[config.mk]
export PLATFORM = sky130hd
export DESIGN_NAME = write_back_unit
export DESIGN_NICKNAME = d
export VERILOG_FILES = /design/src/rtl/wb_pkg.sv /design/src/rtl/wb_result_mux.sv /design/src/rtl/write_back_unit.sv
export SDC_FILE = /design/constraint.sdc
export NUM_CORES = 1
export LEC_CHECK = 0
export CORE_ASPECT_RATIO = 1.1
export CORE_MARGIN = 3
export CORE_UTILIZATION = 42
export CTS_CLUSTER_SIZE = 8
export DETAILED_ROUTE_END_ITERATION = 16
export GPL_TIMING_DRIVEN = 0
export PLACE_DENSITY = 0.8
export RECOVER_POWER = 25
export SLEW_MARGIN = 20
export SYNTH_ARGS = -nofsm -noshare
export SYNTH_HDL_FRONTEND = slang
export SYNTH_SLANG_ARGS = --single-unit
[constraint.sdc]
create_clock -name clk -period 1.5 [get_ports clk]
set_input_delay 0.375 -clock clk [delete_from_list [all_inputs] [get_ports clk]]
set_output_delay 0.375 -clock clk [all_outputs]
set_load 0.02 [all_outputs]
[src/rtl/wb_pkg.sv]
// Shared definitions for the write-back unit.
//   sel_e   : result-source encodings carried on in_sel.
//   entry_t : one buffered write-back entry {data, rd, we}.
// entry_t is sized for the widest supported configuration: DATA_W up to
// ENT_DATA_W and ADDR_W up to ENT_ADDR_W. Narrower configurations zero-extend
// into it.
`timescale 1ns/1ps
package wb_pkg;
  typedef enum logic [1:0] {
    SEL_ALU  = 2'd0,
    SEL_MEM  = 2'd1,
    SEL_LINK = 2'd2,
    SEL_RSV  = 2'd3
  } sel_e;

  localparam int ENT_DATA_W = 64;
  localparam int ENT_ADDR_W = 8;

  typedef struct packed {
    logic [ENT_DATA_W-1:0] data;
    logic [ENT_ADDR_W-1:0] rd;
    logic                  we;
  } entry_t;
endpackage

[src/rtl/wb_result_mux.sv]
// Combinational result selection for one incoming instruction.
//   sel        : source select (ALU / memory / link / reserved)
//   alu_ans, mux_ans_dm, link_pc : candidate results
//   rd, we     : destination register and write request
//   ent        : resolved entry; the reserved source yields data 0 and no
//                write, and rd 0 never writes
`timescale 1ns/1ps
module wb_result_mux
  import wb_pkg::*;
#(
  parameter int DATA_W = 8,
  parameter int ADDR_W = 3
) (
  input  logic [1:0]        sel,
  input  logic [DATA_W-1:0] alu_ans,
  input  logic [DATA_W-1:0] mux_ans_dm,
  input  logic [DATA_W-1:0] link_pc,
  input  logic [ADDR_W-1:0] rd,
  input  logic              we,
  output entry_t            ent
);
  always_comb begin
    ent    = '0;
    ent.rd = ENT_ADDR_W'(rd);
    ent.we = we && (rd != '0);
    case (sel_e'(sel))
      SEL_ALU:  ent.data = ENT_DATA_W'(alu_ans);
      SEL_MEM:  ent.data = ENT_DATA_W'(mux_ans_dm);
      SEL_LINK: ent.data = ENT_DATA_W'(link_pc);
      default: begin
        ent.data = '0;
        ent.we   = 1'b0;
      end
    endcase
  end
endmodule

[src/rtl/write_back_unit.sv]
// Write-back stage: a 2-entry in-order buffer between execute and the
// register-file write port, plus a retire counter.
//   in_valid/in_ready      : upstream handshake (in_ready depends on state only)
//   in_sel, alu_ans, mux_ans_dm, link_pc, in_rd, in_we : incoming instruction
//   flush                  : synchronous discard of every held entry
//   rf_ready               : register-file port free; pops the head
//   wb_valid, ans_wb, wb_rd, wb_we : head entry (zeroed when empty)
//   fwd_valid, fwd_rd, fwd_data    : youngest held writing entry
//   retire_cnt             : wrapping count of popped entries
`timescale 1ns/1ps
module write_back_unit
  import wb_pkg::*;
#(
  parameter int DATA_W = 8,
  parameter int ADDR_W = 3,
  parameter int CNT_W  = 16
) (
  input  logic              clk,
  input  logic              reset,
  input  logic              in_valid,
  output logic              in_ready,
  input  logic [1:0]        in_sel,
  input  logic [DATA_W-1:0] alu_ans,
  input  logic [DATA_W-1:0] mux_ans_dm,
  input  logic [DATA_W-1:0] link_pc,
  input  logic [ADDR_W-1:0] in_rd,
  input  logic              in_we,
  input  logic              flush,
  input  logic              rf_ready,
  output logic              wb_valid,
  output logic [DATA_W-1:0] ans_wb,
  output logic [ADDR_W-1:0] wb_rd,
  output logic              wb_we,
  output logic              fwd_valid,
  output logic [ADDR_W-1:0] fwd_rd,
  output logic [DATA_W-1:0] fwd_data,
  output logic [CNT_W-1:0]  retire_cnt
);
  entry_t             new_ent;
  entry_t             head_q, tail_q, young;
  logic   [1:0]       occ_q;
  logic   [CNT_W-1:0] retire_q;
  logic               push, pop;
  logic               unused_bits;

  wb_result_mux #(.DATA_W(DATA_W), .ADDR_W(ADDR_W)) u_mux (
    .sel        (in_sel),
    .alu_ans    (alu_ans),
    .mux_ans_dm (mux_ans_dm),
    .link_pc    (link_pc),
    .rd         (in_rd),
    .we         (in_we),
    .ent        (new_ent)
  );

  // in_ready is purely registered state; a pop in the same cycle does not
  // open a slot for a push at occupancy 2.
  assign in_ready = (occ_q != 2'd2);
  assign wb_valid = (occ_q != 2'd0);
  assign push     = in_valid && in_ready && !flush;
  assign pop      = wb_valid && rf_ready && !flush;

  always_ff @(posedge clk or negedge reset) begin
    if (!reset) begin
      occ_q    <= 2'd0;
      head_q   <= '0;
      tail_q   <= '0;
      retire_q <= '0;
    end else begin
      if (pop) retire_q <= retire_q + CNT_W'(1);
      if (flush) begin
        occ_q <= 2'd0;
      end else begin
        case ({push, pop})
          2'b10: begin
            if (occ_q == 2'd0) head_q <= new_ent;
            else               tail_q <= new_ent;
            occ_q <= occ_q + 2'd1;
          end
          2'b01: begin
            head_q <= tail_q;
            occ_q  <= occ_q - 2'd1;
          end
          // push+pop only qualifies at occupancy 1: replace the head in place
          2'b11:   head_q <= new_ent;
          default: ;
        endcase
      end
    end
  end

  assign young = (occ_q == 2'd2) ? tail_q : head_q;

  assign ans_wb     = wb_valid ? head_q.data[DATA_W-1:0] : '0;
  assign wb_rd      = wb_valid ? head_q.rd[ADDR_W-1:0]   : '0;
  assign wb_we      = wb_valid && head_q.we;
  assign fwd_valid  = wb_valid && young.we;
  assign fwd_rd     = fwd_valid ? young.rd[ADDR_W-1:0]   : '0;
  assign fwd_data   = fwd_valid ? young.data[DATA_W-1:0] : '0;
  assign retire_cnt = retire_q;

  // Entry fields above the configured widths are always zero.
  assign unused_bits = ^{head_q, tail_q};
endmodule
==> run metrics <==
IO Pins 77; worst-margin pin slew 1.34 ns; final setup fails 43; Synth Cell Area 2350 um2; multiplexer area fraction after synthesis 6.23%; Synth Instances 268; maximum VDD drop 0.474 mV; initial core utilization about 45%; width of the die slightly below 80 um; syn avg cell area 8.77 um2; initial drt markers roughly 280; Final min period about 2 ns; #FFs+latches synth 42; RSZ-0062 raised after global routing true; failing checks negative setup slack; FP Rows 27; relative slew slack 11.0%; share of cells above drive strength 1 a little over a third; CTS tree built; hpwl dp 4730 um; core area 5200 um2; nets@finish between 400 and 500; worst-case hold slack 0.353 ns; Clock Power Share 24.3%; pin count of the biggest net entering global routing 23; DR vias/cell ~5.5; Clock transition at path regs 0.09 ns; power share of the sequential group 42.3%; IO Port Bufs 74; Area Growth Syn to Fin 68.2%; total wire length 7980 um; Setup CP Type reg2out; simple-gate share of the synthesized area 22.8%; drt pass-1 iters 5; Num CTS Buffers 5; placed cell area 3370 um2; Final Hold Vio Count 0; Critical Path Start Type register; largest family of logic cells by synthesized area simple AND/OR/NAND/NOR gates; maxcap violations 0; Synth cell types 36; Longest Clk Path Bufs 2; Multi-input gate area 1480 um2; Mapped Nets between 300 and 400; Switch Pwr around 0.0012 W; M2 GR Usage slightly below 40%; final setup margin -0.492 ns; status finished, violations left; Min-Delay Path Class in2async; placed instance count 415; Logic pwr share about a third; Die H 84.5 um; Int Power between 0.002 and 0.0025 W; Final Max Tran Viols 0; grt ovf 0; first-pass GRT wire length 11400 um; Final Instance Area 3950 um2; Switching Fraction 33.9%; initial antenna violation count 0; via count 2483; reg2reg end head_q[1]; Pwr Total between 0.003 and 0.004 W; final non-filler cell total 448; CTS Root Cell clkbuf_8; cells on worst reg2reg path 8; vias in the first global route 2315; Post-synth EDFFs 0; fin crit share 133%; Clk Latency, worst-skew pair 0.30 ns; final RePlAce weighted congestion between 0.7 and 0.8; Worst setup EP type primary output; yosys warns 0; Global Route Usage Sum 22.0%; Antenna Violating Nets Remaining 0; CTS Hold Buffers Added 0; met1 usage approximately 27%; die area roughly 6500 um2; PD cells around 930 nW/um2; leak pwr 1.76 nW; met3 Use GR 3.76%; Compound-Gate Fraction of Synth Area 16.0%; antenna cells 0; register area share after synthesis 44.7%; crit-path max FO 4; reg2reg setup slack -0.40 ns; register area about 1100 um2; clk_skew between 0.007 and 0.008 ns; Critical Path RT 1.12 ns; Adder-Cell Fraction of Synth Area 0.532%; R2R Path Start occ_q[0]; Clock Sinks 42; DRC errors left 0; layer with the highest usage met2; Routed wire per std cell roughly 18 um; asr flop ratio synth 100%; xor-xnor portion of the synthesized cell area between 5 and 6%; CP arrival 1.62 ns; # fillers roughly 350; fmax 0.502 GHz; dominant synthesized flop cell dfrtp_1; htree depth 2
-- worst max-delay path: stages, from the launching register on --
cell and delay [ns]:
dfrtp_2 0.44, buf_4 0.16, nor2_4 0.12, inv_4 0.07, clkbuf_16 0.15, buf_6 0.11
and2_4 0.14, buf_6 0.12
-- how the worst max path moves through the flow --
stage | start | to | slack (ns) | depth (start not counted)
4_1_cts | occ_q[1] | fwd_data[2] | -0.50 | 6
6_report | occ_q[0] | ans_wb[5] | -0.49 | 7
3_3_place_gp | reset | occ_q[0] | -1.19 | 1
5_1_grt | occ_q[0] | wb_rd[1] | -0.53 | 7
3_5_place_dp | occ_q[1] | fwd_data[2] | -0.76 | 5
2_1_floorplan | occ_q[1] | fwd_data[0] | -0.03 | 4
-- kinds of logic (layout without fill, tap and decap cells) --
logic type	count (synthesis)	in the layout
AND/OR/NAND/NOR	111	111
XOR/XNOR	15	15
multiplexers	14	14
buffers and inverters	20	128
adder cells (fa/ha/maj)	1	1
flip-flops	42	42
AO/OA/AOI/OAI	65	65
-- registers in the layout, summed over array words and instances (netlist names) --
| signal | flops |
|---|---|
| head_q | 12 |
| occ_q | 2 |
| retire_cnt | 16 |
| tail_q | 12 |
-- synthesized netlist by cell type (2+ instances only) --
cell type  instances  area share [%]
mux2_1             4             1.9
nand2_1           45             7.2
a31oi_1            3            0.80
a211oi_1           8             2.6
nand3_1            6             1.3
and3_1             3            0.80
xnor2_1           12             4.5
nor2_1            25             4.0
nand4_1            6             1.6
xor2_1             3             1.1
a21oi_1           28             6.0
nor2b_1            3            0.80
o21ai_1           15             3.2
a22oi_1            2            0.64
buf_2             11             2.3
inv_1              4            0.64
dfrtp_1           42              45
and2_1            14             3.7
mux2i_1            9             3.8
nor3_1             3            0.64
clkbuf_1           3            0.48
o21ai_0            5             1.1
-- final cells by class --
| class | instances | area share, % |
|---|---|---|
| inverter | 5 | 0.665 |
| clock inverter | 3 | 1.01 |
| clock buffer | 5 | 1.74 |
| multi-input combinational | 206 | 37.4 |
| timing repair buffer | 101 | 26.8 |
| sequential | 42 | 26.7 |
| tap | 72 | 2.28 |
| buffer | 14 | 3.45 |
-- cells in the final DEF (no fill, tap or decap), types with 3 or more instances in the layout --
cell type / instances
and3_1: 3
buf_6: 38
clkbuf_2: 3
dfrtp_1: 39
buf_2: 5
buf_4: 12
o21ai_0: 3
buf_8: 4
nand2_1: 42
a21oi_1: 18
a211oi_2: 4
clkbuf_8: 6
a31oi_1: 3
clkdlybuf4s15_1: 4
a211oi_1: 3
nand4_1: 6
inv_4: 3
mux2i_1: 9
mux2_1: 4
xor2_1: 3
dfrtp_2: 3
and2_4: 13
nand3_1: 6
clkdlybuf4s50_1: 28
o21ai_1: 15
nor2_1: 23
dlygate4sd2_1: 14
xnor2_1: 12
a21oi_4: 11
-- routing by layer --
metal	up-vias	part of all wire, %	routed length, um
li1	1135	-	-
met5	-	0	0
met1	1207	40	3170
met2	124	52	4140
met3	17	6.1	489
met4	0	2.2	179
-- through the flow --
step / setup TNS [ns] / setup slack, ns / utilization, %
floorplan: -0.331 / -0.0304 / -
global placement: -76.78 / -1.19 / 64.3
detailed placement: -34.25 / -0.757 / 64.7
CTS: -11.27 / -0.497 / 72.4
global route: -17.13 / -0.532 / 76.0
finish: -14.79 / -0.492 / 76.0
-- power by group through the flow --
stage                     clock network, W  logic (W)  registers (W)
after global placement                   0   0.000995        0.00156
final                             0.000895    0.00123        0.00156
after floorplan                          0   0.000557        0.00158
after global routing              0.000950    0.00133        0.00159
after CTS                         0.000892    0.00112        0.00154
after detailed placement                 0    0.00103        0.00156
-- what timing repair did --
action | 4_1_cts | 5_1_grt
resized for setup | 215 | 34
cloned | 1 | 1
setup buffers | 14 | 10
pin swaps | 8 | 13
endpoints found under the setup margin | 76 | 59
endpoints found under the hold margin | 0 | 0
Power figures use the tool's default switching activity.
